<file path="config.mk">
export PLATFORM = sky130hd
export DESIGN_NAME = iq_issue_arbiter
export DESIGN_NICKNAME = d
export VERILOG_FILES = /design/src/rtl/iq_issue_arbiter_pkg.sv /design/src/rtl/iq_issue_arbiter_rr_pick.sv /design/src/rtl/iq_issue_arbiter.sv
export SDC_FILE = /design/constraint.sdc
export NUM_CORES = 1
export LEC_CHECK = 0
export CORE_AREA = 3 3 205 107
export CTS_CLUSTER_DIAMETER = 80
export DETAILED_ROUTE_END_ITERATION = 16
export DIE_AREA = 0 0 208 110
export GPL_TIMING_DRIVEN = 1
export PLACE_DENSITY_LB_ADDON = 0.08
export SETUP_SLACK_MARGIN = 0.3
export SYNTH_ARGS = -nofsm -noshare
export SYNTH_HDL_FRONTEND = slang
export SYNTH_HIERARCHICAL = 1
export SYNTH_SLANG_ARGS = --single-unit
</file>
<file path="constraint.sdc">
create_clock -name clk -period 8.79 [get_ports clk]
set_clock_uncertainty 0.2 [all_clocks]
set_input_delay 1.758 -clock clk [delete_from_list [all_inputs] [get_ports clk]]
set_output_delay 1.758 -clock clk [all_outputs]
set_load 0.05 [all_outputs]
</file>
<file path="src/rtl/iq_issue_arbiter_pkg.sv">
// iq_issue_arbiter_pkg: shared core constants (FU encodings, queue/ROB/register sizing)
package iq_issue_arbiter_pkg;
    localparam int NUM_FU        = 4;
    localparam int FU_W          = 2;
    localparam int IQ_SIZE_DEF   = 16;
    localparam int ROB_SIZE_LOG2 = 6;
    localparam int REG_SIZE      = 64;

    typedef enum logic [FU_W-1:0] {
        FU_ALU = 2'd0,
        FU_LSU = 2'd1,
        FU_MUL = 2'd2,
        FU_BR  = 2'd3
    } fu_e;

    function automatic int idx_w(input int n);
        return (n > 1) ? $clog2(n) : 1;
    endfunction

    localparam int IQ_IDX_W = idx_w(IQ_SIZE_DEF);
endpackage

</file>
<file path="src/rtl/iq_issue_arbiter_rr_pick.sv">
// iq_issue_arbiter_rr_pick: circular first-one finder starting at i_start
module iq_issue_arbiter_rr_pick #(
    parameter int N = 16,
    parameter int W = 4
) (
    input  logic [N-1:0] i_mask,
    input  logic [W-1:0] i_start,
    output logic         o_found,
    output logic [W-1:0] o_idx
);
    // Walk from the far end back to i_start so the closest hit wins.
    always_comb begin
        o_found = 1'b0;
        o_idx   = '0;
        for (int k = N - 1; k >= 0; k--) begin
            if (i_mask[W'((int'(i_start) + k) % N)]) begin
                o_found = 1'b1;
                o_idx   = W'((int'(i_start) + k) % N);
            end
        end
    end
endmodule

</file>
<file path="src/rtl/iq_issue_arbiter.sv">
// iq_issue_arbiter: multi-port round-robin issue selection with one grant per FU
// and hold-until-fire grant registers.
module iq_issue_arbiter
    import iq_issue_arbiter_pkg::*;
#(
    parameter int IQ_SIZE     = iq_issue_arbiter_pkg::IQ_SIZE_DEF,
    parameter int ISSUE_PORTS = 2,
    parameter int NUM_FU      = iq_issue_arbiter_pkg::NUM_FU,
    localparam int IW         = idx_w(IQ_SIZE)
) (
    input  logic                        clk,
    input  logic                        rst,
    input  logic                        stall_in,
    input  logic                        flush,
    input  logic [IQ_SIZE-1:0]          entry_valid,
    input  logic [IQ_SIZE-1:0]          entry_ready,
    input  logic [IQ_SIZE*FU_W-1:0]     entry_fu,
    input  logic [NUM_FU-1:0]           fu_avail,
    output logic [ISSUE_PORTS-1:0]      issue_valid,
    input  logic [ISSUE_PORTS-1:0]      issue_ready,
    output logic [ISSUE_PORTS*IW-1:0]   issue_idx,
    output logic [ISSUE_PORTS*FU_W-1:0] issue_fu,
    output logic [ISSUE_PORTS-1:0]      issue_fire
);
    logic [ISSUE_PORTS-1:0]           r_valid;
    logic [ISSUE_PORTS-1:0][IW-1:0]   r_idx;
    logic [ISSUE_PORTS-1:0][FU_W-1:0] r_fu;
    logic [IW-1:0]                    r_ptr;

    logic [ISSUE_PORTS-1:0]           w_held;
    logic [ISSUE_PORTS-1:0]           w_fill;
    logic [ISSUE_PORTS-1:0][IW-1:0]   w_pick;
    logic [ISSUE_PORTS-1:0][FU_W-1:0] w_pick_fu;
    logic [NUM_FU-1:0]                w_blk;
    logic [IQ_SIZE-1:0]               w_base;
    logic [FU_W-1:0]                  w_efu [IQ_SIZE];
    logic [IW-1:0]                    w_ptr_nxt;

    assign issue_fire  = rst ? (r_valid & issue_ready & {ISSUE_PORTS{~flush}}) : '0;
    assign w_held      = r_valid & ~issue_fire;
    assign issue_valid = r_valid;
    assign issue_idx   = r_idx;
    assign issue_fu    = r_fu;

    for (genvar i = 0; i < IQ_SIZE; i++) begin : g_efu
        assign w_efu[i] = entry_fu[FU_W*i +: FU_W];
    end

    // Held grants own their FU and their entry until they fire.
    always_comb begin
        w_blk = '0;
        for (int p = 0; p < ISSUE_PORTS; p++)
            if (w_held[p]) w_blk[r_fu[p]] = 1'b1;
        for (int i = 0; i < IQ_SIZE; i++) begin
            w_base[i] = entry_valid[i] & entry_ready[i] & fu_avail[w_efu[i]] & ~w_blk[w_efu[i]];
            for (int p = 0; p < ISSUE_PORTS; p++)
                if (w_held[p] && r_idx[p] == IW'(i)) w_base[i] = 1'b0;
        end
    end

    // Each port sees the previous port's mask minus the FU it just took.
    for (genvar p = 0; p < ISSUE_PORTS; p++) begin : g_port
        logic [IQ_SIZE-1:0] w_m;
        logic               w_f;
        logic               w_new;
        logic [IW-1:0]      w_i;
        logic [FU_W-1:0]    w_fu;
        if (p == 0) begin : g_head
            assign w_m = w_base;
        end else begin : g_tail
            assign w_m = g_port[p-1].w_m & ~g_port[p-1].g_nx.w_x;
        end
        iq_issue_arbiter_rr_pick #(.N(IQ_SIZE), .W(IW)) u_rr_pick (
            .i_mask  (w_m),
            .i_start (r_ptr),
            .o_found (w_f),
            .o_idx   (w_i)
        );
        assign w_fu         = w_efu[w_i];
        assign w_new        = ~w_held[p] & w_f & ~stall_in;
        assign w_fill[p]    = w_new;
        assign w_pick[p]    = w_i;
        assign w_pick_fu[p] = w_fu;
        if (p + 1 < ISSUE_PORTS) begin : g_nx
            logic [IQ_SIZE-1:0] w_x;
            for (genvar i = 0; i < IQ_SIZE; i++) begin : g_x
                assign w_x[i] = w_new & (w_efu[i] == w_fu);
            end
        end
    end

    // Later ports pick further along the circle, so the last fill sets the pointer.
    always_comb begin
        w_ptr_nxt = r_ptr;
        for (int p = 0; p < ISSUE_PORTS; p++)
            if (w_fill[p]) w_ptr_nxt = (w_pick[p] == IW'(IQ_SIZE - 1)) ? '0 : w_pick[p] + 1'b1;
    end

    always_ff @(posedge clk or negedge rst) begin
        if (!rst) begin
            r_valid <= '0;
            r_idx   <= '0;
            r_fu    <= '0;
            r_ptr   <= '0;
        end else if (flush) begin
            r_valid <= '0;
            r_ptr   <= '0;
        end else begin
            for (int p = 0; p < ISSUE_PORTS; p++) begin
                if (!w_held[p]) begin
                    r_valid[p] <= w_fill[p];
                    if (w_fill[p]) begin
                        r_idx[p] <= w_pick[p];
                        r_fu[p]  <= w_pick_fu[p];
                    end
                end
            end
            r_ptr <= w_ptr_nxt;
        end
    end
endmodule

</file>
==> flow_summary.yaml <==
status:
  outcome: "complete, but fails checks"
  violations: "setup timing"
worst_setup_path:
  startpoint_type: "input port"
  critPathTopFamily: "multiplexers"
  worst-setup-path-type: "in2reg"
  cp_slowest_cell: "mux4_2"
  r2r_start: "issue_fu[0]"
  cp.arrival_ps: 10500
  r2r-end: "issue_fu[3]"
  crit_path_max_fanout: 8
  critPathBufInv: 9
  crit_required_ps: 8720
  max_stage_delay_ps: 590
  crit_path_end_kind: "flop"
  r2r_slack_ps: -480
  reg2reg_depth: 32
  cpMostUsedCell: "mux4_2"
route:
  wirelength_um: 37300
  dr.pass1.iters: 5
  num_vias: 9737
  drt-initial-drc-count: 860
  wl_per_cell_um: 24.1
  detail_route.drc_violations: 0
  viasPerCell: 6.28
  ant_nets: 0
floorplan:
  die_area_um2: 22900
  ios: 90
  die_x_um: 208
  die_h_um: 110
  core_area_um2: 20300
  start_util_pct: 38.6
  rows: 37
logic_synthesis:
  yosysWarnings: 6
  synthCells: 897
  dominantRegCellSynth: "dfrtp_1"
  synth_seq_area_share_pct: 5.75
  async_reset_ff_share_pct: 100
  synth.top_cell.area_share_pct: 13.5
  yosys-top-cells-area: "mux4_2 (14%), mux2i_1 (10%), mux4_1 (6.4%)"
  synth_nets: 987
  ys_types: 83
  yosys.area.top_type: "mux4_2"
  ys_seq_elements: 18
  synth_edf_count: 0
  synth.avg_cell_area_um2: 8.73
  syn_area_um2: 7830
worst_hold_path:
  worstHoldEndpoint: "issue_idx[1]"
  whs_path_depth: 2
  worstHoldStart: "issue_idx[1]"
  worstHoldPathType: "reg2reg"
timing:
  slew_violations: 0
  fin_ws_ps: -1780
  setup_viol: 11
  rsz0062_at_grt: "true"
  fin_crit_ps: 10570
  worst_pin_slew_ps: 1110
  fmax_mhz: 94.6
  slew_headroom_pct: 25.7
  period_share_pct: 120
  hold_violations: 0
clock_tree:
  htree_levels: 1
  clock_latency_ps: 250
  tritoncts: "yes"
  cts_num_sinks: 18
  clk_pin_slew_worst_paths_ps: 60
  root_buffer: "clkbuf_16"
  cts_buffers: 3
  cts_buffer_depth: 2
  hold_buffers: 0
grt:
  grt_pass1_wl_um: 54700
  grt_pass1_vias: 9309
  track_usage_pct: 30.7
  grt-ovfl-total: 0
  antenna_found_initial: 0
  grt_max_degree: 32
final_layout:
  drive_gt1_share_pct: 46.6
  final_nets: 1368
  diodes: 0
  syn_to_final_growth_pct: 58.3
  stdcell_area_um2: 12400
placement:
  gp_congestion: 0.969
  place_area_um2: 10900
  place_ws_ps: -2880
  hpwl_um: 27900
  io_buffers: 89
job:
  max_cap_viol_count: 0
==> worst reg2reg max path, delay by kind of cell (launching register included) <==
| kind | cells | cell delay, ps |
|---|---|---|
| AND/OR/NAND/NOR | 3 | 1070 |
| multiplexers | 10 | 4130 |
| buffers and inverters | 8 | 1110 |
| AO/OA/AOI/OAI | 11 | 2240 |
| flip-flops | 1 | 390 |
==> synth_stat cells (all sizes together), types with 17 or more instances <==
master,instances
buf,37
nand3,28
mux2,46
o211ai,30
a21oi,33
mux2i,86
dfrtp,18
inv,39
o22ai,17
and2,19
o211a,18
or3,18
mux4,66
xnor2,17
nand2,70
o21ai,60
nor2,73
==> state kept, by name (all words and copies together) (netlist names) <==
signal       count
issue_fu         4
r_ptr            4
issue_valid      2
issue_idx        8
==> kinds of logic after synthesis <==
kind of cell             synth area share [%]
multiplexers                             38.4
adder cells (fa/ha/maj)                  2.56
AND/OR/NAND/NOR                          17.3
buffers and inverters                    6.42
XOR/XNOR                                 3.55
flip-flops                               5.75
AO/OA/AOI/OAI                            26.0
==> layout make-up <==
class                           instances  area (um2)
Fill cell                            1786        7880
Multi-Input combinational cell        787        7600
Timing Repair Buffer                  423        3730
Sequential cell                        18         455
Tap cell                              273         342
Inverter                               45         185
Clock buffer                            4        78.8
==> layer usage <==
layer | up-vias | part of all wire, % | GRT usage, %
li1 | 4347 | - | -
met1 | 4786 | 41 | 39.4
met2 | 497 | 48 | 54.4
met3 | 107 | 7.8 | 4.18
met4 | 0 | 3.8 | 9.75
met5 | - | 0 | 0
==> metrics by stage <==
stage               util, %  setup TNS [ps]  hold slack (ps)  instances
floorplan                 -           -5960              462        897
global placement       53.8          -28520              415       1465
detailed placement     53.8          -28300              424       1465
CTS                    58.5          -15340              436       1524
global route           61.1          -18210              459       1550
finish                 61.1          -16340              439       1550
==> placed cells by master, fill, tap and decap left out, types with 7 or more instances in the layout <==
master	instances
o311a_4	12
nand2_1	64
dfrtp_1	14
xor2_1	7
or3_1	14
mux2i_4	17
mux4_2	66
inv_1	38
mux2_2	30
a211oi_2	7
nor3_1	7
mux2_4	16
o22ai_1	16
o21ai_0	42
o21ai_1	16
clkdlybuf4s50_1	85
o21a_1	7
mux2i_1	62
xnor2_1	11
mux2i_2	7
buf_12	11
buf_6	33
buf_4	287
and2_1	16
nor2_1	66
o211a_1	14
nand2b_1	11
a211o_1	16
a21oi_1	28
ha_1	15
nand4_1	8
a31oi_1	8
o211ai_1	30
nand3_1	28
==> worst max-delay path by stage <==
stage	startpoint	end	slack (ps)	cells past startpoint
4_1_cts	rst	issue_fu[2]	-1690	38
3_5_place_dp	flush	issue_fu[3]	-2880	31
3_3_place_gp	flush	issue_fu[2]	-2800	32
5_1_grt	issue_ready[0]	issue_fu[2]	-1920	41
2_1_floorplan	flush	issue_fu[3]	-1200	33
6_report	issue_ready[0]	issue_fu[3]	-1780	34
==> repair_timing <==
action / 4_1_cts / 5_1_grt
pin swaps: 42 / 38
setup endpoints to repair: 11 / 11
gates resized for setup: 103 / 76
buffers inserted: 48 / 24
cloned: 7 / 2
Power is left out: the tool's default activity adds up to more than one toggle a clock period on the data nets, which glitch-free logic cannot reach.
